File: src/rtl/plab4_net_tdm_domain_sched.sv
// rtl/plab4_net_tdm_domain_sched.sv - time-division domain scheduler for one router output port
//
// Alternates ownership of the output port between security domains 0 and 1
// in fixed-length ACT slots, each followed by a DEAD_CYCLES drain gap, and
// round-robins among the requesters of the owning domain only. The slot
// schedule is purely time-driven, so grant timing in one domain is
// independent of the other domain's traffic.
//
// Optional feature macro: PLAB4_NET_TDM_GRANT_CNT_EN (adds per-domain
// saturating grant counters grant_cnt0/grant_cnt1).
//
// Ports:
//   clk         clock, all state on posedge
//   reset       asynchronous active-low reset
//   reqs        per-port request for this output
//   req_dom     per-port domain tag of the head flit
//   grants      one-hot grant, or all zero
//   out_val     output flit valid (= |grants)
//   out_rdy     downstream ready
//   xbar_sel    cur_dom*NPORTS + granted port, 0 when idle
//   cur_dom     domain owning the current slot
//   grant_cnt0  domain-0 grant count (macro only)
//   grant_cnt1  domain-1 grant count (macro only)

module plab4_net_tdm_domain_sched #(
  parameter int NPORTS      = 3,
  parameter int SLOT_CYCLES = 8,
  parameter int DEAD_CYCLES = 1
) (
  input  logic                              clk,
  input  logic                              reset,
  input  logic [NPORTS-1:0]                 reqs,
  input  logic [NPORTS-1:0]                 req_dom,
  output logic [NPORTS-1:0]                 grants,
  output logic                              out_val,
  input  logic                              out_rdy,
  output logic [$clog2(2*NPORTS)-1:0]       xbar_sel,
  output logic                              cur_dom
`ifdef PLAB4_NET_TDM_GRANT_CNT_EN
  ,
  output logic [15:0]                       grant_cnt0,
  output logic [15:0]                       grant_cnt1
`endif
);

  localparam int SW = $clog2(2*NPORTS);
  localparam int PW = $clog2(NPORTS);
  localparam int CW = $clog2(SLOT_CYCLES + DEAD_CYCLES + 1);

  typedef enum logic [1:0] {
    D0_ACT = 2'b00,
    D0_DRN = 2'b01,
    D1_ACT = 2'b10,
    D1_DRN = 2'b11
  } state_t;

  state_t          state;
  state_t          state_next;
  logic [CW-1:0]   cnt;
  logic [CW-1:0]   cnt_next;
  logic [PW-1:0]   ptr0;
  logic [PW-1:0]   ptr1;
  logic [PW-1:0]   ptr_cur;
  logic [PW-1:0]   gnt_idx;
  logic            found;
  logic            active;
  logic [NPORTS-1:0] eligible;
  int              rr_idx;

  // State and slot counter
  always_ff @(posedge clk or negedge reset) begin
    if (!reset) begin
      state <= D0_ACT;
      cnt   <= '0;
    end else begin
      state <= state_next;
      cnt   <= cnt_next;
    end
  end

  // Time-driven schedule; the counter restarts on every state change
  always_comb begin
    state_next = state;
    cnt_next   = cnt + CW'(1);
    case (state)
      D0_ACT: if (cnt == CW'(SLOT_CYCLES - 1)) begin
        state_next = (DEAD_CYCLES == 0) ? D1_ACT : D0_DRN;
        cnt_next   = '0;
      end
      D0_DRN: if (cnt == CW'(DEAD_CYCLES - 1)) begin
        state_next = D1_ACT;
        cnt_next   = '0;
      end
      D1_ACT: if (cnt == CW'(SLOT_CYCLES - 1)) begin
        state_next = (DEAD_CYCLES == 0) ? D0_ACT : D1_DRN;
        cnt_next   = '0;
      end
      D1_DRN: if (cnt == CW'(DEAD_CYCLES - 1)) begin
        state_next = D0_ACT;
        cnt_next   = '0;
      end
      default: begin
        state_next = D0_ACT;
        cnt_next   = '0;
      end
    endcase
  end

  assign cur_dom = (state == D1_ACT) || (state == D1_DRN);

  // Reset gates grants directly so an asserted reset silences the port at once
  assign active   = reset && out_rdy && ((state == D0_ACT) || (state == D1_ACT));
  assign eligible = reqs & ~(req_dom ^ {NPORTS{cur_dom}});
  assign ptr_cur  = cur_dom ? ptr1 : ptr0;

  // Round-robin: first eligible port at or after the current domain's pointer
  always_comb begin
    found   = 1'b0;
    gnt_idx = '0;
    rr_idx  = 0;
    if (active) begin
      for (int off = 0; off < NPORTS; off++) begin
        rr_idx = int'(ptr_cur) + off;
        if (rr_idx >= NPORTS) rr_idx = rr_idx - NPORTS;
        if (!found && eligible[rr_idx]) begin
          found   = 1'b1;
          gnt_idx = PW'(rr_idx);
        end
      end
    end
  end

  always_comb begin
    grants   = '0;
    xbar_sel = '0;
    if (found) begin
      grants[gnt_idx] = 1'b1;
      xbar_sel        = (cur_dom ? SW'(NPORTS) : SW'(0)) + SW'(gnt_idx);
    end
  end

  assign out_val = found;

  // Only the owning domain's pointer advances
  always_ff @(posedge clk or negedge reset) begin
    if (!reset) begin
      ptr0 <= '0;
      ptr1 <= '0;
    end else if (found) begin
      if (gnt_idx == PW'(NPORTS - 1)) begin
        if (cur_dom) ptr1 <= '0;
        else         ptr0 <= '0;
      end else begin
        if (cur_dom) ptr1 <= gnt_idx + PW'(1);
        else         ptr0 <= gnt_idx + PW'(1);
      end
    end
  end

`ifdef PLAB4_NET_TDM_GRANT_CNT_EN
  always_ff @(posedge clk or negedge reset) begin
    if (!reset) begin
      grant_cnt0 <= '0;
      grant_cnt1 <= '0;
    end else if (found) begin
      if (!cur_dom && grant_cnt0 != 16'hFFFF) grant_cnt0 <= grant_cnt0 + 16'd1;
      if ( cur_dom && grant_cnt1 != 16'hFFFF) grant_cnt1 <= grant_cnt1 + 16'd1;
    end
  end
`endif

endmodule

File: config.mk
export PLATFORM = sky130hd
export DESIGN_NAME = plab4_net_tdm_domain_sched
export DESIGN_NICKNAME = d
export VERILOG_FILES = /design/src/rtl/plab4_net_tdm_domain_sched.sv
export SDC_FILE = /design/constraint.sdc
export NUM_CORES = 1
export LEC_CHECK = 0
export BUFFER_PORTS_ARGS = -buffer_cell sky130_fd_sc_hd__buf_2
export CORE_MARGIN = 2
export CORE_UTILIZATION = 50
export DETAILED_ROUTE_END_ITERATION = 10
export GPL_TIMING_DRIVEN = 0
export PLACE_DENSITY_LB_ADDON = 0.1
export SLEW_MARGIN = 20
export SYNTH_ARGS = -nofsm -noshare
export SYNTH_HDL_FRONTEND = slang
export SYNTH_SLANG_ARGS = --single-unit
File: constraint.sdc
create_clock -name clk -period 6 [get_ports clk]
set_input_delay 0 -clock clk [delete_from_list [all_inputs] [get_ports clk]]
set_output_delay 0 -clock clk [all_outputs]
set_load 0.005 [all_outputs]
Yosys cells after proc, flatten, opt, wreduce, memory -nomap -nowiden
Index checks and enable logic that the tools add are counted.
{ "totals": {"register_bits": 10, "latch_bits": 0, "mem_bits_rw": 0, "mem_bits_ro": 0, "inputBits": 9, "out_inout_bits": 8, "elab_cells": 94, "mem_count": 0} }
{ "op_classes": {"add_sub_neg": 8, "n_mul": 0, "div": 0, "magnitude_cmp": 8, "n_eq_ne": 9, "shift": 0, "muxes": 45, "bitwise_logic": 4, "n_reduce_logical": 16} }
{ "op_table": {"columns": ["cell", "n"], "rows": [
  ["$mux W32", 6],
  ["$lt A32 B4 Y1 const B", 3],
  ["$mux W2", 16],
  ["$mux W1", 13],
  ["$mux W4", 2],
  ["$ne A2 B2 Y1 const B", 4],
  ["$pmux W2 S4", 1],
  ["$pmux W4 S2", 1],
  ["$sub A3 B2 Y4 const B", 2],
  ["$bmux W1 S2", 3],
  ["$eq A2 B2 Y1 const B", 3],
  ["$ge A3 B2 Y1 const B", 2],
  ["$mux W3", 2],
  ["$logic_and A1 B1 Y1", 5],
  ["$add A4 B1 Y4 const B", 1],
  ["$eq A4 B3 Y1 const B", 1],
  ["$logic_not A4 Y1", 1],
  ["$reduce_and A2 Y1", 2],
  ["$reduce_and A4 Y1", 1],
  ["$reduce_or A2 Y1", 2],
  ["$add A2 B1 Y3 const B", 1],
  ["$add A2 B2 Y3", 1],
  ["$add A2 B2 Y3 const B", 1],
  ["$and A3 B3 Y3", 1],
  ["other kinds (13)", 15]
]} }

Logic depth before layout (Yosys ltp)
{ "logic_depth": {"depth_word": 24, "mapped_depth": 11, "depth_no_buf": 11} }

Worst setup path after synthesis
Ideal clock, no wire load.
{ "synth_path": {"path_type": "register to output", "start": "register state[0]", "end": "output port xbar_sel[1]", "arrival_time_ns": 2.714, "t_required_ns": 6.000, "path_slack_ns": 3.286, "stages_incl_launch_ff": 11, "n_path_buf": 0, "path_cell_list": "dfrtp_1 -> inv_1 -> ha_1 -> or4b_4 -> o21ai_4 -> and2_1 -> o21bai_1 -> a211oi_4 -> ha_1 -> fa_1 -> and2_1"} }
{ "synth_via": {"elab_chain_cells": 21} }
{ "synth_lines": {"columns": ["element", "line_no", "text"], "rows": [
  ["from (decl)", "57", "state_t state;"],
  ["from (signal assigned)", "76", "state <= state_next;"],
  ["parallel branches: the longest is 20 deep, another holds $sub A3 B2 Y4", null, null],
  ["$mux W3 *", "136", "if (found) begin"],
  ["to (decl)", "37", "output logic [$clog2(2*NPORTS)-1:0] xbar_sel,"]
]} }
Mark *: on every way between the ends. The select of a mux whose other input is x is not followed.

Worst setup path after layout
Same ends and word-level chain as after synthesis.

==> results by group <==
STA
  – Final setup fails: 0
  – RSZ-0062 raised after global routing: false
  – Peak Freq: about 300 MHz
  – Hold Fails Final Rpt: 0
  – Fin crit share: between 50% and 60%
  – Worst-Margin Slew: 0.461 ns
  – Rel. slew slack: 68.4%
  – Fin Setup TNS: 0 ns
  – Final Critical Period: 3.35 ns
  – Pins Over Slew Limit: 0
  – Clock Skews: 0.00781 ns

Pwr
  – PwrDens: approximately 170 nW/um2
  – Worst vdd ir: 0.000144 V
  – LEAKAGE: 0.518 nW

Logic synthesis
  – Syn Std Cell Area: between 900 and 1000 um2
  – Library cells used by synthesis: 42
  – Cells after Synth: 99
  – Count of state elements after synthesis: 10
  – Average size of a mapped cell: ~9.6 um2
  – Synth Net Count: between 100 and 150
  – Yosys warning count: 0
  – Sequential fraction of the synthesis area: 26.3%

GRT
  – Vias in the first global route: 761
  – Initial antenna violation count: 0
  – Total grt overflow: 0
  – Maximum number of pins on one net before global-route repair: 12
  – First-pass GRT wire length: 2970 um
  – Tot GR Track Use: 19.0%

Setup path
  – Critical R2R Launch: state[0]$_DFFE_PN0P_
  – CP arrival: ~3.4 ns
  – Reg2reg path depth: 9
  – Largest stage delay, worst path: 0.55 ns
  – FF-to-FF setup slack: 3.33 ns
  – CP cell instances: inv_1, ha_1, or4b_1, o21ai_2, and2_1, o21bai_1, a211oi_4, ha_1, fa_1, and2_1, buf_2
  – Setup crit start kind: flop
  – FF-to-FF End: ptr1[1]$_DFFE_PN0P_
  – Critical path depth: 11
  – CP delay by family, top: adder cells
  – Worst path bufs/invs: 2
  – CP max stage cell: or4b_1
  – Worst EP required: 6.00 ns
  – Critical path type: flop to output port
  – Crit Path Max Fanout: 6
  – Worst setup EP type: output port

Route
  – Vias post-DR: 826
  – Final ANT Viol Nets: 0
  – First drt pass iteration count: 4
  – DRT iter0 DRCs: 2
  – Final wirelength: 1870 um
  – WL per Instance: about 13 um
  – Vias per cell: 5.70
  – Post-route DRC: 0

Status
  – Status: finished, final reports clean

Finish
  – Layout Cells excl Fill: ~150
  – ANT cells: 0
  – Leading cell type in the layout, fill and taps excluded: buf_2
  – Commonest non-fill, non-tap cells in the layout: buf_2, dfrtp_1, nor2_1
  – Syn-to-layout area delta: 16.6%
  – Final layout net count: 138
  – Layout Utilization: ~63%
  – Fill cells: around 170
  – Layout cells sized above 1: 30.8%

Floorplan
  – Die Width: 47.6 um
  – IO Count: 17
  – Std-Cell Rows: 15
  – Core footprint: roughly 1800 um2
  – DIE HEIGHT: about 48 um
  – Starting Density: 54.0%
  – Die area: between 2000 and 2500 um2

CTS
  – Root Driver: clkbuf_4
  – CTS tree: yes
  – Clk_lat worst skew: around 0.26 ns
  – Sink Count: 10
  – Worst-case clock buffer depth: 2
  – Num CTS Buffers: 3
  – H-Tree Level Count: 1
  – Resize count post-CTS: 0
  – CTS clk-pin slew, worst paths: 0.07 ns

Flow run
  – Max-cap violations: 0

Place
  – Post-DP HPWL: 1550 um
  – GP Congestion: 0.865
  – Placed instance count: 140
  – Port Buf Inserts: 16

Min path
  – Hold WC Path Type: primary input to async pin
-- Yosys cell counts, drive strengths merged --
cell | count | area, um2
nor2 | 9 | 41.3
ha | 7 | 87.6
o21ai | 9 | 67.6
a211oi | 3 | 35.0
o41ai | 1 | 16.3
a22oi | 1 | 7.51
o31ai | 2 | 15.0
inv | 6 | 22.5
mux2i | 3 | 30.0
nand2 | 6 | 22.5
and3b | 1 | 8.76
a21oi | 3 | 15.0
o311a | 1 | 10.0
dfrtp | 10 | 250
and3 | 1 | 6.26
a31o | 1 | 8.76
o221a | 2 | 31.3
a31oi | 1 | 6.26
nor3 | 3 | 20.0
o31a | 1 | 8.76
and2 | 5 | 31.3
o21bai | 1 | 7.51
nand3 | 1 | 5.00
nor2b | 1 | 6.26
xnor2 | 2 | 17.5
nor3b | 2 | 20.0
or4b | 4 | 43.8
nand2b | 5 | 31.3
a21o | 1 | 7.51
fa | 1 | 20.0
o22ai | 1 | 6.26
mux2 | 4 | 45.0
-- area by class of cell --
cell class	instances	area, um2	area share, %
clock buffer	4	36.3	3.27
inverter	6	22.5	2.03
timing repair buffer	17	90.1	8.12
multi-input combinational	83	679	61.2
tap	25	31.3	2.82
sequential	10	250	22.5
-- sequential cells by signal (all words and copies together) (netlist names) --
| signal | cells |
|---|---|
| cnt | 4 |
| ptr0 | 2 |
| ptr1 | 2 |
| state | 2 |
-- how the worst max path moves through the flow --
stage / endpoint / slack [ns] / start
6_report: xbar_sel[1] / 2.65 / state[0]$_DFFE_PN0P_
4_1_cts: xbar_sel[1] / 2.62 / state[0]$_DFFE_PN0P_
3_5_place_dp: xbar_sel[1] / 2.91 / state[0]$_DFFE_PN0P_
2_1_floorplan: xbar_sel[1] / 3.29 / state[0]$_DFFE_PN0P_
3_3_place_gp: xbar_sel[1] / 2.99 / state[0]$_DFFE_PN0P_
5_1_grt: xbar_sel[1] / 2.45 / state[0]$_DFFE_PN0P_
-- routing by layer --
layer	wire (um)	GRT usage [%]	share of wire, %
met1	724	19.1	39
met3	61	3.77	3.3
met2	1050	36.5	56
met4	36	9.73	1.9
met5	0	0	0
-- worst register-to-register path, cell delays in order (launching register included) --
cell and delay [ns]:
dfrtp_1 0.40, inv_1 0.08, ha_1 0.29, nor2_4 0.31, mux2i_1 0.48, nand2b_1 0.14
o21ai_1 0.26, inv_1 0.14, nand2_1 0.13, mux2_2 0.34
-- metrics by stage --
| step | total power, W | cell area (um2) | setup WS (ns) | hold WS [ns] |
|---|---|---|---|---|
| after global placement | 0.000131 | 1060 | 2.99 | -0.127 |
| after global routing | 0.000205 | 1110 | 2.45 | 0.141 |
| after detailed placement | 0.000134 | 1060 | 2.91 | -0.123 |
| after CTS | 0.000194 | 1110 | 2.62 | 0.123 |
| after floorplan | 0.000118 | 952 | 3.29 | -0.296 |
| final | 0.000192 | 1110 | 2.65 | 0.126 |
-- power by group --
group          leakage (nW)  internal (W)  total (W)  switching, W
clock                0.0210     0.0000368  0.0000587     0.0000219
sequential            0.125     0.0000721  0.0000770    0.00000497
combinational         0.373     0.0000246  0.0000560     0.0000314
total                 0.518      0.000133   0.000192     0.0000583
-- kinds of logic (layout without fill, tap and decap cells) --
logic type	after synthesis	after routing	share of synthesized area, %
buffers and inverters	6	27	2.37
multiplexers	7	7	7.88
AND/OR/NAND/NOR	38	38	24.8
adder cells (fa/ha/maj)	8	8	11.3
flip-flops	10	10	26.3
XOR/XNOR	2	2	1.84
AO/OA/AOI/OAI	28	28	25.5
-- what timing repair did --
item                                   CTS  global route
hold buffers                             1             0
endpoints found under the hold margin   10             0
setup buffers                            0             0
Note: power is estimated with default switching activity, not from simulation.
